--- config.mk ---
export PLATFORM = sky130hd
export DESIGN_NAME = regfile_wb_arbiter
export DESIGN_NICKNAME = d
export VERILOG_FILES = /design/src/rtl/regfile_wb_arbiter.sv
export SDC_FILE = /design/constraint.sdc
export NUM_CORES = 1
export LEC_CHECK = 0
export CELL_PAD_IN_SITES_DETAIL_PLACEMENT = 2
export CELL_PAD_IN_SITES_GLOBAL_PLACEMENT = 2
export CORE_MARGIN = 4
export CORE_UTILIZATION = 32
export DETAILED_ROUTE_END_ITERATION = 8
export GPL_TIMING_DRIVEN = 0
export PLACE_DENSITY_LB_ADDON = 0.15
export SLEW_MARGIN = 20
export SYNTH_ARGS = -nofsm -noshare
export SYNTH_HDL_FRONTEND = slang
export SYNTH_SLANG_ARGS = --single-unit
--- constraint.sdc ---
create_clock -name CLK -period 3.2 [get_ports CLK]
set_input_delay 0.48 -clock CLK [delete_from_list [all_inputs] [get_ports CLK]]
set_output_delay 0.48 -clock CLK [all_outputs]
set_load 0.005 [all_outputs]
--- src/rtl/regfile_wb_arbiter.sv ---
// Write-back controller for the 32x32 register file: round-robin arbitration of ALU and
// load write-back onto the single write port, plus a per-register pending-write scoreboard.
module regfile_wb_arbiter #(
    parameter int XLEN = 32
) (
    input  logic            CLK,
    input  logic            RST,
    input  logic            ALU_VALID,
    input  logic [4:0]      ALU_RD,
    input  logic [XLEN-1:0] ALU_DATA,
    output logic            ALU_READY,
    input  logic            MEM_VALID,
    input  logic [4:0]      MEM_RD,
    input  logic [XLEN-1:0] MEM_DATA,
    output logic            MEM_READY,
    input  logic            ISSUE_EN,
    input  logic [4:0]      ISSUE_RD,
    output logic            ISSUE_READY,
    input  logic [4:0]      RS1,
    input  logic [4:0]      RS2,
    output logic            HAZARD,
    output logic [4:0]      A3,
    output logic [XLEN-1:0] WD3,
    output logic            WE3,
    output logic            ERR
);

    typedef enum logic {
        PTR_ALU = 1'b0,
        PTR_MEM = 1'b1
    } ptr_t;

    ptr_t            ptr_reg;
    logic [4:0]      a3_reg;
    logic [XLEN-1:0] wd3_reg;
    logic            we3_reg;
    logic            err_reg;

    logic            alu_grant;
    logic            mem_grant;
    logic            accept;
    logic [4:0]      win_rd;
    logic [XLEN-1:0] win_data;
    logic            issue_fire;
    logic [63:0]     cnt_all;
    logic [31:0]     uflow_vec;
    logic [1:0]      issue_cnt;
    logic [1:0]      rs1_cnt;
    logic [1:0]      rs2_cnt;

    // The pointer only matters when both requesters are valid in the same cycle.
    assign alu_grant = ALU_VALID && (!MEM_VALID || ptr_reg == PTR_ALU);
    assign mem_grant = MEM_VALID && (!ALU_VALID || ptr_reg == PTR_MEM);
    assign accept    = alu_grant || mem_grant;
    assign win_rd    = alu_grant ? ALU_RD : MEM_RD;
    assign win_data  = alu_grant ? ALU_DATA : MEM_DATA;

    assign ALU_READY = alu_grant;
    assign MEM_READY = mem_grant;

    always_ff @(posedge CLK or negedge RST) begin
        if (!RST) begin
            ptr_reg <= PTR_ALU;
            a3_reg  <= '0;
            wd3_reg <= '0;
            we3_reg <= 1'b0;
            err_reg <= 1'b0;
        end else begin
            if (ALU_VALID && MEM_VALID) begin
                ptr_reg <= (ptr_reg == PTR_ALU) ? PTR_MEM : PTR_ALU;
            end
            if (accept && win_rd != 5'd0) begin
                a3_reg  <= win_rd;
                wd3_reg <= win_data;
                we3_reg <= 1'b1;
            end else begin
                we3_reg <= 1'b0;
            end
            if (|uflow_vec) begin
                err_reg <= 1'b1;
            end
        end
    end

    assign A3  = a3_reg;
    assign WD3 = wd3_reg;
    assign WE3 = we3_reg;
    assign ERR = err_reg;

    // x0 has no counter; its slot in the flat vector reads as zero pending writes.
    assign cnt_all[1:0] = 2'b00;
    assign uflow_vec[0] = 1'b0;

    genvar gi;
    generate
        for (gi = 1; gi < 32; gi++) begin : g_cnt
            logic [1:0] cnt_reg;
            logic       inc;
            logic       dec;

            assign inc = issue_fire && (ISSUE_RD == 5'(gi));
            assign dec = we3_reg && (a3_reg == 5'(gi));

            always_ff @(posedge CLK or negedge RST) begin
                if (!RST) begin
                    cnt_reg <= 2'd0;
                end else if (inc && !dec && cnt_reg != 2'd3) begin
                    cnt_reg <= cnt_reg + 2'd1;
                end else if (dec && !inc && cnt_reg != 2'd0) begin
                    cnt_reg <= cnt_reg - 2'd1;
                end
            end

            assign cnt_all[2*gi +: 2] = cnt_reg;
            assign uflow_vec[gi]      = dec && (cnt_reg == 2'd0);
        end
    endgenerate

    assign issue_cnt   = cnt_all[{ISSUE_RD, 1'b0} +: 2];
    assign rs1_cnt     = cnt_all[{RS1, 1'b0} +: 2];
    assign rs2_cnt     = cnt_all[{RS2, 1'b0} +: 2];

    assign ISSUE_READY = (ISSUE_RD == 5'd0) || (issue_cnt != 2'd3);
    assign issue_fire  = ISSUE_EN && ISSUE_READY && (ISSUE_RD != 5'd0);
    assign HAZARD      = (RS1 != 5'd0 && rs1_cnt != 2'd0) ||
                         (RS2 != 5'd0 && rs2_cnt != 2'd0);

endmodule

---- After elaboration in Yosys (flattened, before gate mapping) ----
Index checks and enable logic that the tools add are counted.
word-level totals
  register bits ........................... 102
  latch bits .............................. 0
  bits in writable memories ............... 0
  bits in read-only memories .............. 0
  input bits .............................. 94
  output and inout port bits .............. 43
  word-level logic and storage cells ...... 657
  memories ................................ 0
cells by class
  add/sub/neg operators ................... 62
  $mul .................................... 0
  divide/modulo/power cells ............... 0
  $lt $le $gt $ge ......................... 0
  eq/ne operators ......................... 94
  shift operators ......................... 3
  mux-type cells .......................... 66
  bitwise logic cells ..................... 1
  reductions and logical operators ........ 395
operators with widths
  cell                                                 number
  logical AND 1 bit                                    225
  indexed part select 64 x 7 -> 2 bit                  3
  equality test 5 bit, second input constant           32
  nonzero test 2 bit                                   64
  two-way mux 2 bit                                    62
  equality test 5 x 4 -> 1 bit, second input constant  16
  logical NOT 1 bit                                    64
  != test 2 bit, second input constant                 32
  adder 2 x 1 -> 2 bit, second input constant          31
  logical NOT 2 bit                                    31
  subtractor 2 x 1 -> 2 bit, second input constant     31
  equality test 5 x 3 -> 1 bit, second input constant  8
  two-way mux 32 bit                                   1
  OR reduction 31 bit                                  1
  equality test 5 x 2 -> 1 bit, second input constant  4
  nonzero test 5 bit                                   4
  equality test 5 x 1 -> 1 bit, second input constant  2
  logical NOT 5 bit                                    1
  logical OR 1 bit                                     5
  two-way mux 5 bit                                    1
  two-way mux 1 bit                                    2
  inverter 1 bit                                       1

---- Longest topological paths before layout ----
Gate-level depths: netlist of run 1.
  word-level depth ........................ 11
  depth in mapped cells ................... 11
  mapped depth without buffers ............ 8

---- Least setup slack after synthesis of run 1 ----
Ideal clock, no wire load.
  path type ............................... input-to-reg
  from .................................... input ISSUE_RD[0]
  to ...................................... register g_cnt[5].cnt_reg[0]
  library setup time ...................... 0.123 ns
  data arrival time ....................... 2.506 ns
  required time ........................... 3.077 ns
  path slack .............................. 0.572 ns
  cell stages on the path ................. 9
  path buffers ............................ 2
  path through ............................ buf_6 mux2i_1 nor3b_1 or4_1 o21a_1 buf_6 nor2_1 mux2_2 o221a_2
between the ends
  longest elaborated chain between the ends .. 10
  elaborated cells on any way between the ends .. 16
  classes of those cells .................. 2 x eq/ne; 1 x shift; 1 x mux; 12 x reduce/logical
ends and longest elaborated chain
  element                              line  RTL
  start, declared                      17    input logic [4:0] ISSUE_RD,
  indexed part select 64 x 7 -> 2 bit  119   assign issue_cnt = cnt_all[{ISSUE_RD, 1'b0} +: 2];
  != test 2 bit                        123   assign ISSUE_READY = (ISSUE_RD == 5'd0) || (issue_cnt != 2'd3);
  logical OR 1 bit                     123
  logical AND 1 bit (2 in a row)       124   assign issue_fire = ISSUE_EN && ISSUE_READY && (ISSUE_RD != 5'd0);
  logical AND 1 bit (*)                101   assign inc = issue_fire && (ISSUE_RD == 5'(gi));
  logical NOT 1 bit                    109   end else if (dec && !inc && cnt_reg != 2'd0) begin
  logical AND 1 bit (2 in a row)       109
  nonzero test 2 bit (no line)         --
  end signal, assigned                 108   cnt_reg <= cnt_reg + 2'd1;
  end signal, assigned                 110   cnt_reg <= cnt_reg - 2'd1;
  end, declared                        97    logic [1:0] cnt_reg;
Mark *: on every way between the ends. The rest lies on a longest branch, timed or not.
A chain may end at the register's enable or synchronous reset.

---- Final worst setup path of run 1 ----
  from .................................... input ISSUE_RD[0]
  to ...................................... output ISSUE_READY
between the ends
  longest elaborated chain between the ends .. 3
  elaborated cells on any way between the ends .. 4
  classes of those cells .................. 1 x eq/ne; 1 x shift; 2 x reduce/logical
ends and longest elaborated chain
  element                              line  RTL
  indexed part select 64 x 7 -> 2 bit  119
  != test 2 bit                        123
  logical OR 1 bit (*)                 123
  end, declared                        18    output logic ISSUE_READY,
Marks and branches as above.

==> flow_summary.ini, run 1 <==
[outcome]
outcome = finished with violations
failed_checks = negative hold slack

[synth]
synth_top_area_share_pct = 34.52
syn-mean-instance-area_sq_um = 9.062
synth_nets = 910
ys_ff_latch = 102
synth_seq_area_share_pct = 34.52
synthTopCellsByArea = dfrtp_1 35%, mux4_2 7.6%, mux2i_1 7.3%
async_flop_share_pct = 100.0
synth-main-ff-cell = dfrtp_1
synth_edf_count = 0
synth_area_sq_mm = 0.007395
synth_cells = 816
netlist.top_cell.by_area = dfrtp_1
ys_types = 82
yosysWarningCount = 0

[clock_network]
cts.sinks = 102
holdBufCountCts = 0
numCtsBuffers = 9
clockBufferDepth = 2
cts.clk_slew.worst_paths_ps = 80
cts_tree = built
worstSkewPairLatency_ps = 370
root_buffer = clkbuf_16
h-tree-depth = 3

[global_route]
grt.overflow.total = 0
grt_antenna_before_repair = 0
grt_pass1_vias = 8080
grt_max_degree = 72
grtUsageTotal_pct = 24.94
grt_pass1_wl_microns = 49650

[power_and_ir_drop]
p_sw_share_pct = 39.95
power.internal_w = 0.003571
p_total_w = 0.005946
seqPwrFrac_pct = 34.3
powerDensity_mw_per_mm2 = 593.0
p_leak_nw = 3.830
ir_drop_mv = 0.2204
clkPwrFrac_pct = 21.0
power_switching_w = 0.002376
combPwrFrac_pct = 44.7

[floorplan]
rows = 55
dieArea_sq_mm = 0.02560
die_h_microns = 160.0
ioPinCount = 137
start_util_pct = 32.56
core_sq_mm = 0.02271
die_width_microns = 160.0

[setup_path]
start_kind = input pin
critical_path_class = input pin to output pin
path_max_fanout = 10
worst_ep_required_time_ps = 2720
endpoint_kind = output pin
arrival_ps = 2640

[sta]
clock_skew_ps = 11.36
setup_viol = 0
slew_viol_final = 0
max_freq_mhz = 320.2
hold_slack_ps = -8.643
fin_crit_sh_pct = 97.61
fin_crit_ps = 3123
worst_slew_margin_rel_pct = 32.47
finalHoldViolCount = 6
tightest_slew_ps = 1005
rsz0062_at_grt = no

[detailed_routing]
wire_per_inst_microns = 25.25
viasPerCell = 5.868
drtPass1Iterations = 5
num_vias = 7640
routed_wl_microns = 32880
postRouteAntennaNets = 0
drt_iter0_markers = 583
drc = 0

[place]
port_buffers = 131
hpwl_microns = 23840
gp_congestion = 0.9617

[job]
maxCapViolations = 0

[finish]
n_antenna_cell = 0
nNetsFinal = 1106
layout-drive-gt1-share_pct = 22.32
largest_reg_flops = 62
final_core_util_pct = 44.15
area_delta_synth_final_pct = 35.60

[min_path]
hold_path.class = input pin to asynchronous set/reset pin
metrics by stage:
| step | setup WS (ps) | cell area [sq um] | setup TNS [ps] | cells |
|---|---|---|---|---|
| floorplan | 571.8 | 7395 | 0 | 816 |
| global placement | -2867 | 9062 | -307130 | 1232 |
| detailed placement | -1083 | 9091 | -16900 | 1233 |
| CTS | 0.07372 | 9812 | 0 | 1283 |
| global route | 18.57 | 10030 | 0 | 1302 |
| finish | 76.53 | 10030 | 0 | 1302 |
power groups by stage:
stage	Sequential, W	Combinational (W)	Clock [W]
after global placement	0.00209	0.00205	0
after detailed placement	0.00211	0.00212	0
after floorplan	0.00194	0.00129	0
after CTS	0.00204	0.00249	0.00126
after global routing	0.00208	0.00286	0.00131
final	0.00204	0.00266	0.00125
cells by family (layout without fill, tap and decap cells):
logic type                after synthesis  count (layout)  share of synthesized area (%)
xor gates and xnor gates               16              16                          1.895
DFF                                   102             102                          34.52
buffers and inverters                  60             261                          4.315
and+or+nand+nor                       320             320                          22.56
muxes                                  91              91                          16.95
AOI/OAI and AO/OA                     227             227                          19.76
final timing paths:
| path | startpoint | endpoint | slack (ps) | cells after the start |
|---|---|---|---|---|
| setup / recovery | ISSUE_RD[0] | ISSUE_READY | 80 | 11 |
| hold / removal | RST | g_cnt[24].cnt_reg[1]$_DFFE_PN0P_ | -9 | 1 |
| setup reg to reg | g_cnt[13].cnt_reg[0]$_DFFE_PN0P_ | g_cnt[10].cnt_reg[0]$_DFFE_PN0P_ | 380 | 8 |
| hold reg to reg | ptr_reg$_DFFE_PN0P_ | ptr_reg$_DFFE_PN0P_ | 530 | 1 |
| max in group asynchronous | RST | g_cnt[12].cnt_reg[0]$_DFFE_PN0P_ | 2470 | 2 |
| min in group CLK | ptr_reg$_DFFE_PN0P_ | ptr_reg$_DFFE_PN0P_ | 530 | 1 |
cells in the mapped netlist (7+ instances only):
cell,number
nand3b_1,10
o211ai_1,8
a21oi_1,87
mux2i_1,54
inv_1,20
nor3_1,34
xnor2_1,13
mux2_2,11
nand4_1,8
a21o_1,8
nor2_1,126
mux4_2,25
nor4_4,7
nand2_1,57
dfrtp_1,102
and2_1,7
nand3_1,14
o21ai_0,34
clkbuf_1,21
o22ai_1,10
a22oi_1,10
critical path, stage by stage:
cell             delay [ps]
buf_2                   160
buf_8                   170
buf_4                   140
buf_6                   150
mux2_2                  370
o22ai_1                 190
nor4_2                  100
o21ai_4                 210
nand2_4                 100
inv_8                    60
clkdlybuf4s50_1         490
cell type report:
class / count / area, sq um
Sequential cell: 102 / 2600
Buffer: 35 / 252.7
Fill cell: 2500 / 12680
Timing Repair Buffer: 189 / 1778
Inverter: 21 / 86.33
Multi-Input combinational cell: 654 / 4637
Clock buffer: 10 / 239.0
Clock inverter: 6 / 77.57
Tap cell: 285 / 356.6
routing by layer:
metal  global-route usage [%]  vias to the layer above  share of wire (%)
li1                         -                     3419                  -
met4                    7.000                        0                3.1
met3                    6.013                       70                7.7
met1                    32.48                     3838                 43
met2                    41.48                      313                 46
met5                        0                        -                  0
layout by cell type, fill, tap and decap left out, types with 6 or more instances in the layout:
cell type / Yosys / final
a21oi_1: 87 / 87
a21o_1: 8 / 8
xnor2_1: 13 / 13
o21ai_0: 34 / 33
dfrtp_1: 102 / 64
nand4_1: 8 / 8
and2_1: 7 / 7
nor2_1: 126 / 117
clkdlybuf4s50_1: 0 / 125
nor3_1: 34 / 34
mux2i_1: 54 / 51
nor4_4: 7 / 7
inv_1: 20 / 20
clkbuf_1: 21 / 13
nor2_2: 0 / 8
buf_6: 5 / 8
nand2_1: 57 / 57
o211ai_1: 8 / 8
mux4_2: 25 / 25
dfrtp_2: 0 / 38
nand3_1: 14 / 14
mux2_2: 11 / 11
nand3b_1: 10 / 10
buf_4: 2 / 55
or3_1: 6 / 6
clkbuf_16: 0 / 10
o22ai_1: 10 / 9
a22oi_1: 10 / 10
what timing repair did:
item | CTS | global route
pin swaps | 3 | 2
setup endpoints to repair | 16 | 3
gates cloned | 1 | 1
resized for setup | 67 | 27
buffers inserted | 37 | 18
(Power assumes the default switching activity.)
==> run 2: changes to the inputs <==
--- a/config.mk
+++ b/config.mk
@@ -12,6 +12,7 @@
 export DETAILED_ROUTE_END_ITERATION = 8
 export GPL_TIMING_DRIVEN = 0
 export PLACE_DENSITY_LB_ADDON = 0.15
+export SKIP_LAST_GASP = 1
 export SLEW_MARGIN = 20
 export SYNTH_ARGS = -nofsm -noshare
 export SYNTH_HDL_FRONTEND = slang
==> run 2 against run 1 <==
Net effect:
- the flow still finishes with violations (negative hold slack)
- power down 0.21%
- worst hold slack better by 3.0 ps
- utilization hardly changed
- critical path type is now flip-flop to output pin
==> flow_summary.ini, run 2 (synthesis results as in run 1) <==
[floorplan]
ioPinCount = 137
rows = 55
core_sq_mm = 0.02271
dieArea_sq_mm = 0.02560
die_width_microns = 160.0
die_h_microns = 160.0
start_util_pct = 32.56

[finish]
area_delta_synth_final_pct = 35.50
nNetsFinal = 1106
layout-drive-gt1-share_pct = 22.22
final_common_cell = clkdlybuf4s50_1
n_antenna_cell = 0
largest_reg_flops = 62
final_cell_mix = 125 x clkdlybuf4s50_1, 117 x nor2_1, 87 x a21oi_1, 64 x dfrtp_1, 57 x nand2_1

[global_route]
grt_max_degree = 72
grt_pass1_wl_microns = 49650
grtUsageTotal_pct = 24.94
grt_pass1_vias = 8080
grt_antenna_before_repair = 0
grt.overflow.total = 0

[power_and_ir_drop]
power.internal_w = 0.003568
ir_drop_mv = 0.2202
clkPwrFrac_pct = 20.9
p_leak_nw = 3.829
powerDensity_mw_per_mm2 = 592.3
seqPwrFrac_pct = 34.3
combPwrFrac_pct = 44.7
power_switching_w = 0.002366
p_total_w = 0.005934
p_sw_share_pct = 39.87

[detailed_routing]
viasPerCell = 5.886
routed_wl_microns = 32710
postRouteAntennaNets = 0
drt_iter0_markers = 574
wire_per_inst_microns = 25.12
drc = 0
num_vias = 7664
drtPass1Iterations = 5

[clock_network]
cts.clk_slew.worst_paths_ps = 80
numCtsBuffers = 9
clockBufferDepth = 2
root_buffer = clkbuf_16
holdBufCountCts = 0
cts_tree = built
worstSkewPairLatency_ps = 370
cts.sinks = 102
h-tree-depth = 3

[place]
gp_congestion = 0.9617
hpwl_microns = 23840
port_buffers = 131
pre_cts_ws_ps = -1083

[setup_path]
arrival_ps = 2660
slowest_stage = mux4_1
critPathTopFamily = buffers and inverters
start_kind = flip-flop
crit_path_max_incr_delay_ps = 530
path_buf_inv = 3
worstPathCellList = buf_4, mux4_1, o22ai_1, nor3_2, o21ai_4, nand2_4, inv_8, clkdlybuf4s50_1
critical_path_class = flip-flop to output pin
path_max_fanout = 5
endpoint_kind = output pin
worst_ep_required_time_ps = 2720

[sta]
worst_slack_ps = 61.26
hold_slack_ps = -5.636
fin_crit_ps = 3139
worst_slew_margin_rel_pct = 31.22
clock_skew_ps = 10.91
finalSetupTns_ps = 0
finalHoldViolCount = 5
rsz0062_at_grt = yes
slew_viol_final = 0
setup_viol = 0
max_freq_mhz = 318.6
fin_crit_sh_pct = 98.09
tightest_slew_ps = 1024

[outcome]
outcome = finished with violations
failed_checks = negative hold slack

[job]
maxCapViolations = 0

[min_path]
hold_path.class = input pin to asynchronous set/reset pin
-- run 2: metrics by stage --
| step | instance area [sq um] | std cells | hold WS [ps] | utilization, % |
|---|---|---|---|---|
| final | 10020 | 1302 | -5.636 | 44.12 |
| after global routing | 10020 | 1302 | 17.73 | 44.12 |
| after CTS | 9812 | 1283 | 7.104 | 43.21 |
| after detailed placement | 9091 | 1233 | 396.9 | 40.03 |
| after global placement | 9062 | 1232 | 490.4 | 39.91 |
| after floorplan | 7395 | 816 | 184.4 | - |
-- run 2: final timing paths --
check                                                 startpoint                               end  slack [ps]  depth (start not counted)
worst max-delay path            g_cnt[13].cnt_reg[0]$_DFFE_PN0P_                       ISSUE_READY          60                          8
worst min-delay path                                         RST  g_cnt[24].cnt_reg[1]$_DFFE_PN0P_          -6                          1
max in group asynchronous                                    RST  g_cnt[12].cnt_reg[0]$_DFFE_PN0P_        2470                          2
worst min register to register               ptr_reg$_DFFE_PN0P_               ptr_reg$_DFFE_PN0P_         530                          1
min in group CLK                             ptr_reg$_DFFE_PN0P_               ptr_reg$_DFFE_PN0P_         530                          1
worst max register to register  g_cnt[13].cnt_reg[0]$_DFFE_PN0P_   g_cnt[8].cnt_reg[0]$_DFFE_PN0P_         360                          8
-- run 2: cell type report --
cell class,instances,area (sq um)
clock inverter,6,77.57
buffer,35,252.7
multi-input combinational,654,4631
timing repair buffer,189,1777
clock buffer,10,239.0
sequential,102,2600
inverter,21,86.33
tap,285,356.6
fill,2499,12690
-- run 2: power by group through the flow --
stage               clock [W]  combinational (W)  sequential (W)
floorplan                   0            0.00129         0.00194
global placement            0            0.00205         0.00209
detailed placement          0            0.00212         0.00211
CTS                   0.00126            0.00249         0.00204
global route          0.00131            0.00285         0.00208
finish                0.00124            0.00266         0.00204
-- run 2: routing by layer --
metal / GRT usage, % / share of wire [%] / up-vias
met4: 7.000 / 2.9 / 0
met2: 41.48 / 46 / 325
li1: - / - / 3426
met5: 0 / 0 / -
met3: 6.013 / 7.7 / 68
met1: 32.48 / 43 / 3845
-- run 2: what timing repair did --
item,in CTS,in global routing
cloned,1,1
setup buffers,37,18
hold endpoints to repair,0,0
pin swaps,3,2
resized for setup,67,25
setup endpoints to repair,16,3
